File: src/rtl/dpram_rdout_streamer.sv
// Streams a filled double_buffer DPRAM page (64-bit read port) out as 16-bit
// valid/ready halfwords, lowest halfword first, then pulses done to release it.
module dpram_rdout_streamer #(
  parameter int P_ADR_WIDTH = 9,
  parameter int P_LEN_WIDTH = 16,
  parameter int P_RD_LAT    = 1,
  parameter int P_HOLDOFF   = 2
) (
  input  logic                   clk,
  input  logic                   rst,
  input  logic                   en,
  input  logic                   rd_busy,
  input  logic [P_LEN_WIDTH-1:0] dpram_len,
  output logic [P_ADR_WIDTH-1:0] rd_addr,
  input  logic [63:0]            rd_dout,
  output logic                   done,
  output logic [15:0]            m_data,
  output logic                   m_valid,
  output logic                   m_last,
  input  logic                   m_ready,
  output logic [31:0]            n_bufs,
  output logic                   len_err
);

  typedef enum logic [2:0] {IDLE, FETCH, STREAM, FINISH, HOLD} state_t;

  localparam int CW = P_ADR_WIDTH + 1;
  localparam int HW = (P_HOLDOFF > 1) ? $clog2(P_HOLDOFF) : 1;
  localparam logic [P_LEN_WIDTH:0] MAX_L = (P_LEN_WIDTH+1)'(4 << P_ADR_WIDTH);

  state_t                 state_reg, state_next;
  logic [P_LEN_WIDTH-1:0] len_reg;
  logic [P_LEN_WIDTH-1:0] out_cnt_reg;
  logic [CW-1:0]          n_words_reg;
  logic [CW-1:0]          req_cnt_reg;
  logic [P_RD_LAT:0]      pipe_reg;
  logic [63:0]            hold_data_reg, pre_data_reg;
  logic                   hold_valid_reg, pre_valid_reg;
  logic [HW-1:0]          hold_cnt_reg;

  logic                   start, clamp, landing, xfer, hold_done, issue, req_fire;
  logic [P_LEN_WIDTH-1:0] len_start;
  logic [CW-1:0]          n_words_start;
  logic [2:0]             occ;
  logic [15:0]            halves [4];

  genvar gi;
  generate
    for (gi = 0; gi < 4; gi++) begin : g_half
      assign halves[gi] = hold_data_reg[16*gi +: 16];
    end
  endgenerate

  assign start         = (state_reg == IDLE) && rd_busy && en;
  assign clamp         = {1'b0, dpram_len} > MAX_L;
  assign len_start     = clamp ? MAX_L[P_LEN_WIDTH-1:0] : dpram_len;
  assign n_words_start = len_start[P_ADR_WIDTH+2:2] + CW'(|len_start[1:0]);
  assign landing       = pipe_reg[P_RD_LAT];
  assign xfer          = hold_valid_reg && m_ready;
  assign hold_done     = xfer && ((out_cnt_reg[1:0] == 2'd3) || m_last);

  // Everything requested but not yet emitted: in-flight reads plus both registers.
  // Counting a word freed this cycle keeps the prefetch early enough for P_RD_LAT=3.
  always_comb begin
    occ = {2'b0, hold_valid_reg} + {2'b0, pre_valid_reg};
    for (int i = 0; i <= P_RD_LAT; i++) begin
      occ = occ + {2'b0, pipe_reg[i]};
    end
  end

  assign issue    = ((state_reg == FETCH) || (state_reg == STREAM)) &&
                    (req_cnt_reg < n_words_reg) && (occ < (3'd2 + {2'b0, hold_done}));
  assign req_fire = issue || (start && (len_start != '0));

  always_ff @(posedge clk) begin
    if (rst) state_reg <= IDLE;
    else     state_reg <= state_next;
  end

  always_comb begin
    state_next = state_reg;
    case (state_reg)
      IDLE:    if (start) state_next = (len_start == '0) ? FINISH : FETCH;
      FETCH:   if (landing) state_next = STREAM;
      STREAM:  if (hold_done && m_last) state_next = FINISH;
      FINISH:  state_next = (P_HOLDOFF == 0) ? IDLE : HOLD;
      HOLD:    if (hold_cnt_reg == HW'(P_HOLDOFF - 1)) state_next = IDLE;
      default: state_next = IDLE;
    endcase
  end

  always_comb begin
    done    = (state_reg == FINISH);
    m_valid = hold_valid_reg;
    m_data  = halves[out_cnt_reg[1:0]];
    m_last  = hold_valid_reg && (out_cnt_reg == len_reg - P_LEN_WIDTH'(1));
  end

  always_ff @(posedge clk) begin
    if (rst) begin
      rd_addr        <= '0;
      len_reg        <= '0;
      out_cnt_reg    <= '0;
      n_words_reg    <= '0;
      req_cnt_reg    <= '0;
      pipe_reg       <= '0;
      hold_data_reg  <= '0;
      pre_data_reg   <= '0;
      hold_valid_reg <= 1'b0;
      pre_valid_reg  <= 1'b0;
      hold_cnt_reg   <= '0;
      n_bufs         <= '0;
      len_err        <= 1'b0;
    end else begin
      pipe_reg <= {pipe_reg[P_RD_LAT-1:0], req_fire};
      if (start) begin
        len_reg     <= len_start;
        n_words_reg <= n_words_start;
        out_cnt_reg <= '0;
        rd_addr     <= '0;
        req_cnt_reg <= (len_start != '0) ? CW'(1) : '0;
        if (clamp) len_err <= 1'b1;
      end else begin
        if (issue) begin
          rd_addr     <= req_cnt_reg[P_ADR_WIDTH-1:0];
          req_cnt_reg <= req_cnt_reg + CW'(1);
        end
        if (xfer) out_cnt_reg <= out_cnt_reg + P_LEN_WIDTH'(1);
      end
      // Landing data goes straight to the holding register when it frees up.
      if (!hold_valid_reg || hold_done) begin
        if (pre_valid_reg) begin
          hold_data_reg  <= pre_data_reg;
          hold_valid_reg <= 1'b1;
          pre_valid_reg  <= landing;
          if (landing) pre_data_reg <= rd_dout;
        end else begin
          hold_valid_reg <= landing;
          if (landing) hold_data_reg <= rd_dout;
        end
      end else if (landing) begin
        pre_data_reg  <= rd_dout;
        pre_valid_reg <= 1'b1;
      end
      hold_cnt_reg <= (state_reg == HOLD) ? hold_cnt_reg + HW'(1) : '0;
      if (state_reg == FINISH) n_bufs <= n_bufs + 32'd1;
    end
  end

endmodule

File: config.mk
export PLATFORM = sky130hd
export DESIGN_NAME = dpram_rdout_streamer
export DESIGN_NICKNAME = d
export VERILOG_FILES = /design/src/rtl/dpram_rdout_streamer.sv
export SDC_FILE = /design/constraint.sdc
export NUM_CORES = 1
export LEC_CHECK = 0
export ABC_AREA = 1
export CORE_UTILIZATION = 45
export CTS_BUF_LIST = sky130_fd_sc_hd__clkbuf_16
export CTS_CLUSTER_SIZE = 14
export DETAILED_ROUTE_END_ITERATION = 10
export HOLD_SLACK_MARGIN = 0.05
export PLACE_DENSITY_LB_ADDON = 0.1
export SKIP_LAST_GASP = 1
export SYNTH_ARGS = -nofsm -noshare
export SYNTH_HDL_FRONTEND = slang
export SYNTH_SLANG_ARGS = --single-unit
File: constraint.sdc
create_clock -name clk -period 7 [get_ports clk]
set_clock_uncertainty 0.2 [all_clocks]
set_input_delay 2.1 -clock clk [delete_from_list [all_inputs] [get_ports clk]]
set_output_delay 2.1 -clock clk [all_outputs]
set_load 0.01 [all_outputs]
; Yosys cells after proc, flatten, opt, wreduce, memory -nomap -nowiden
; Index checks and enable logic that the tools add are counted.
[totals]
ff_bits = 230
input_bits = 85
output_inout_bits = 61
elab_cells = 89
[op_classes]
reduce_logical = 26
n_eq_ne = 11
n_bitwise = 2
n_lt_le_gt_ge = 4
n_mux = 22
addsub = 10
[ops]
columns = op, n
row1 = $mux W64, 5
row2 = $mux W16, 3
row3 = $add A32 B1 Y32 const B, 1
row4 = $bmux W16 S2, 1
row5 = $mux W10, 2
row6 = $add A16 B1 Y16 const B, 1
row7 = $eq A16 B16 Y1, 1
row8 = $gt A16 B12 Y1 const B, 1
row9 = $logic_not A16 Y1, 1
row10 = $reduce_bool A16 Y1, 1
row11 = $sub A16 B1 Y16 const B, 1
row12 = $pmux W3 S5, 1
row13 = $mux W3, 4
row14 = $add A10 B1 Y10, 1
row15 = $add A10 B1 Y10 const B, 1
row16 = $lt A10 B10 Y1, 1
row17 = $logic_and A1 B1 Y1, 9
row18 = $ne A2 B2 Y1 const B, 4
row19 = $eq A3 B2 Y1 const B, 2
row20 = $reduce_bool A2 Y1, 3
row21 = $reduce_or A2 Y1, 3
row22 = $mux W1, 5
row23 = $logic_or A1 B1 Y1, 4
row24 = $reduce_and A2 Y1, 2
row25 = other kinds (17), 17

; Depth between registers and ports, before layout
[depth]
word_depth = 10
mapped_depth = 20
ltp_nobuf = 19

; Worst setup path before layout
; No wires, ideal clock.
[synth_path]
kind = input port to flip-flop
startpoint = in dpram_len[3]
endpoint = reg n_words_reg[8]
cell_stages = 15
n_path_buf = 0
setup_time_ns = 0.109
arrival_time_ns = 3.874
required_time_ns = 6.691
path_slack_ns = 2.817
cell_sequence = nor4_1 nand4_1 nand2_1 inv_1 nor2_1 ha_1 ha_1 inv_1 nor2_1 nand3_1 nor3_1 xor2_1 nand2_1 nand2_1 inv_1
[synth_between]
word_cells_on_any_way = 4
cone_classes = add/sub (1) / order compare (1) / mux (1) / reduce/logical (1)
[synth_rtl]
columns = item, line_no
row1 = "start, declared", 13  ; input logic [P_LEN_WIDTH-1:0] dpram_len,
row2 = $gt A16 B12 Y1, 55  ; assign clamp = {1'b0, dpram_len} > MAX_L;
row3 = $mux W16, 56  ; assign len_start = clamp ? MAX_L[P_LEN_WIDTH-1:0] : dpram_len;
row4 = named net len_start[2], 42  ; logic [P_LEN_WIDTH-1:0] len_start;
row5 = $add A10 B1 Y10, 57  ; assign n_words_start = len_start[P_ADR_WIDTH+2:2] + CW'(|len_start[1:0]);
row6 = "end signal, assigned", 118  ; n_words_reg <= n_words_start;
row7 = "end, declared", 34  ; logic [CW-1:0] n_words_reg;
; The timed path passes the listed nets, and every way through them passes these cells.
; A chain may end at the register's enable or synchronous reset.

; Worst setup path after layout
[layout_path]
startpoint = reg len_reg[0]
endpoint = out m_last
[layout_between]
elab_chain_cells = 3
[layout_lines]
columns = item, line_no
row1 = "start, declared", 32  ; logic [P_LEN_WIDTH-1:0] len_reg;
row2 = "start signal, assigned", 117  ; len_reg <= len_start;
row3 = $sub A16 B1 Y16, 96  ; m_last = hold_valid_reg && (out_cnt_reg == len_reg - P_LEN_WIDTH'(1));
row4 = $eq A16 B16 Y1, 96
row5 = $logic_and A1 B1 Y1, 96
row6 = "end, declared", 19  ; output logic m_last,
; No other way between the ends.

==> flow_summary.yaml <==
run_status:
  status: "finished, final reports clean"
finish:
  fillCellCount: 2564
  utilization_pct: 54.6
  regArea_mm2: 0.00461
  multiInputGateArea_mm2: 0.00615
  final_cell_count_no_fill: 2133
  layout.nets: 1887
  design_area_mm2: 0.0139
  area_growth_pct: 18.2
  final_layout_size_suffix_gt1_share_pct: 9.15
  antenna_cells: 0
clocking:
  clockBufferDepth: 3
  htreeDepth: 1
  cts-hold-fix-buffers: 0
  post_cts_buffers: 0
  cts_tree: "built"
  cts_buffers: 25
  cts_root_buf: "clkbuf_16"
  post_cts_resized: 0
  clock_sinks: 230
  clkSlewWorstSetupHoldPaths_ns: 0.06
  insertion_delay_ns: 0.53
worst_setup_path:
  cp-start-kind: "register"
  r2r_slack_ns: 3.00
  crit_top_cell: "nand2_1"
  slowest_stage: "clkdlybuf4s50_1"
  cp.depth: 11
  cp-endpoint: "m_last"
  crit_start: "len_reg[0]"
  cp_data_arrival_time_ns: 3.29
  worstRegToRegCells: 14
  cp_num_buf_inv: 2
  crit_chain: "inv_1 -> ha_1 -> nand2_2 -> nor2_4 -> nand2_1 -> nand2_1 -> nand2_1 -> nor3_1 -> nand4_1 -> nor4_1 -> clkdlybuf4s50_1"
  r2r_start: "len_reg[0]"
  r2r_end: "pre_data_reg[63]"
  path_delay_family: "simple AND/OR/NAND/NOR gates"
  endpoint_kind: "output port"
  worstSetupPathType: "reg2out"
  crit_fanout: 7
  cp.required_ns: 4.70
  max_stage_delay_ns: 0.63
floorplan:
  fp.dieArea_mm2: 0.0267
  core-area_mm2: 0.0254
  ios: 146
  num_rows: 58
  die_h_um: 164
  die_width_um: 164
  start_util_pct: 46.2
hold_path:
  hold_path_depth: 2
  holdCritPathClass: "reg2reg"
sta:
  drv_slew: 0
  worst_slew_pin_slew_ns: 1.14
  slew_headroom_pct: 24.0
  tns_ns: 0
  fin_crit_sh_pct: 79.9
  fmax_mhz: 179
  finalCriticalPeriod_ns: 5.59
  hold_viol_final: 0
  finalSetupViolCount: 0
  rsz0062_at_grt: "no"
synth:
  netlist_instances: 1693
  synth-seq-cells: 230
  netlist_area_mm2: 0.0117
  ys_warn_count: 0
  yosysTopAreaCell: "dfxtp_1"
  synth_nets: 1796
  ys_seq_area_share_pct: 39.2
  yosys.cell_count.top_type: "nand2_1"
  yosys.cell_types.count: 51
  synth_edf_count: 0
  synth_common_cells: "nand2_1, dfxtp_1, nor2_1, inv_1, a21oi_1"
  syn_avg_cell_area_um2: 6.94
  yosys-top-cells-area: "dfxtp_1, nand2_1, a21oi_1"
  synth_top_cell_area_share_pct: 39.2
  ys.flop_type: "dfxtp_1"
  synthArstFlopShare_pct: 0
place:
  place_hpwl_um: 21600
  placed_area_mm2: 0.0132
  place_inst: 2087
  io_buffer_count: 145
  place.gp.congestion: 0.861
route:
  drt_wl_total_um: 32400
  routedWlPerCell_um: 15.2
  vias_per_cell: 5.21
  dr.pass1.iters: 5
  final_antenna_net_count: 0
  drt_iter0_markers: 849
  num_vias: 11100
  drcViolationCount: 0
global_route:
  grt_max_degree: 92
  antenna_found_initial: 0
  grt_overflow: 0
  track_usage_pct: 24.1
  grt_pass1_vias: 10200
  grt_pass1_wl_um: 52500
power_and_ir_drop:
  power_w: 0.00322
  leakage_nw: 5.22
  vdd_ir_drop_max_uv: 169
  p_per_area_mw_per_mm2: 232
job:
  maxCapViolations: 0
==> power breakdown <==
group	internal, W	switching, W	total [W]	leakage (nW)
Sequential	0.00139	0.0000527	0.00144	1.86
Combinational	0.000223	0.000376	0.000599	2.98
Clock	0.000644	0.000539	0.00118	0.385
==> metal layers <==
metal,vias to the layer above,global-route usage [%],share of wire (%)
met5,-,0,0
li1,5665,-,-
met3,38,2.82,4.1
met2,261,40.6,47
met4,0,5.72,1.8
met1,5144,32.8,47
==> cells by family after synthesis <==
family,count (synthesis),share of synthesized area [%]
flip-flops,230,39.2
buffers and inverters,218,8.49
adder cells (fa/ha/maj),18,1.98
XOR/XNOR,28,2.09
AO/OA/AOI/OAI,291,14.7
AND/OR/NAND/NOR,908,33.5
==> cell usage in the layout (no fill, tap or decap), types with 3 or more instances in the layout <==
master           synthesis  routed
dfxtp_1                230     228
xnor2_1                  9       9
nor2_4                   3       3
clkinv_1                 2      10
a21oi_2                 50      50
buf_4                    9       7
nand3_1                117     117
o21a_1                   5       5
ha_1                    17      17
o211ai_1                 3       3
nand2_2                 53      53
o21ai_1                  4       4
nor2_1                 149     149
nand4_1                 15      15
a21oi_1                123     123
clkdlybuf4s50_1          0     144
o22ai_1                 23      23
nor4_1                   9       9
nand2_1                509     509
clkbuf_16                0      25
o21ai_0                 72      72
clkinv_2                 1       4
nor3_1                  27      27
xor2_1                  19      19
nor2_2                   7       7
inv_1                  126     134
nand3b_1                 7       7
==> worst reg2reg max path: stages (launching register included) <==
cell and delay [ns]:
dfxtp_1 0.33, inv_1 0.10, ha_1 0.35, nand2_2 0.16, nor2_4 0.16, nand2_1 0.09
nand3_1 0.13, nand4_1 0.12, nor2_2 0.18, nand4_4 0.16, nand3_4 0.13, nand2_4 0.43
nand2_4 1.00, nand2_1 0.20, a21oi_1 0.18
==> cell type report <==
type                    count  share of cell area, %
multi-input cells        1245                   44.3
flip-flops and latches    230                   33.2
clock inverters            21                  0.631
well taps                 330                   2.98
repair buffers            152                   10.8
inverters                 130                   3.53
clock buffers              25                   4.51
==> how the worst min path moves through the flow <==
stage	startpoint	end
after global placement	len_reg[15]	len_reg[15]
after global routing	len_reg[15]	len_reg[15]
after detailed placement	len_reg[15]	len_reg[15]
after floorplan	len_reg[15]	len_reg[15]
final	len_reg[15]	len_reg[15]
after CTS	len_reg[15]	len_reg[15]
==> through the flow <==
step                setup WS, ns  hold slack (ns)
floorplan                   2.82            0.222
global placement            1.69            0.232
detailed placement          1.63            0.236
CTS                         1.46            0.245
global route                1.28            0.264
finish                      1.41            0.242
Power figures use the tool's default switching activity.
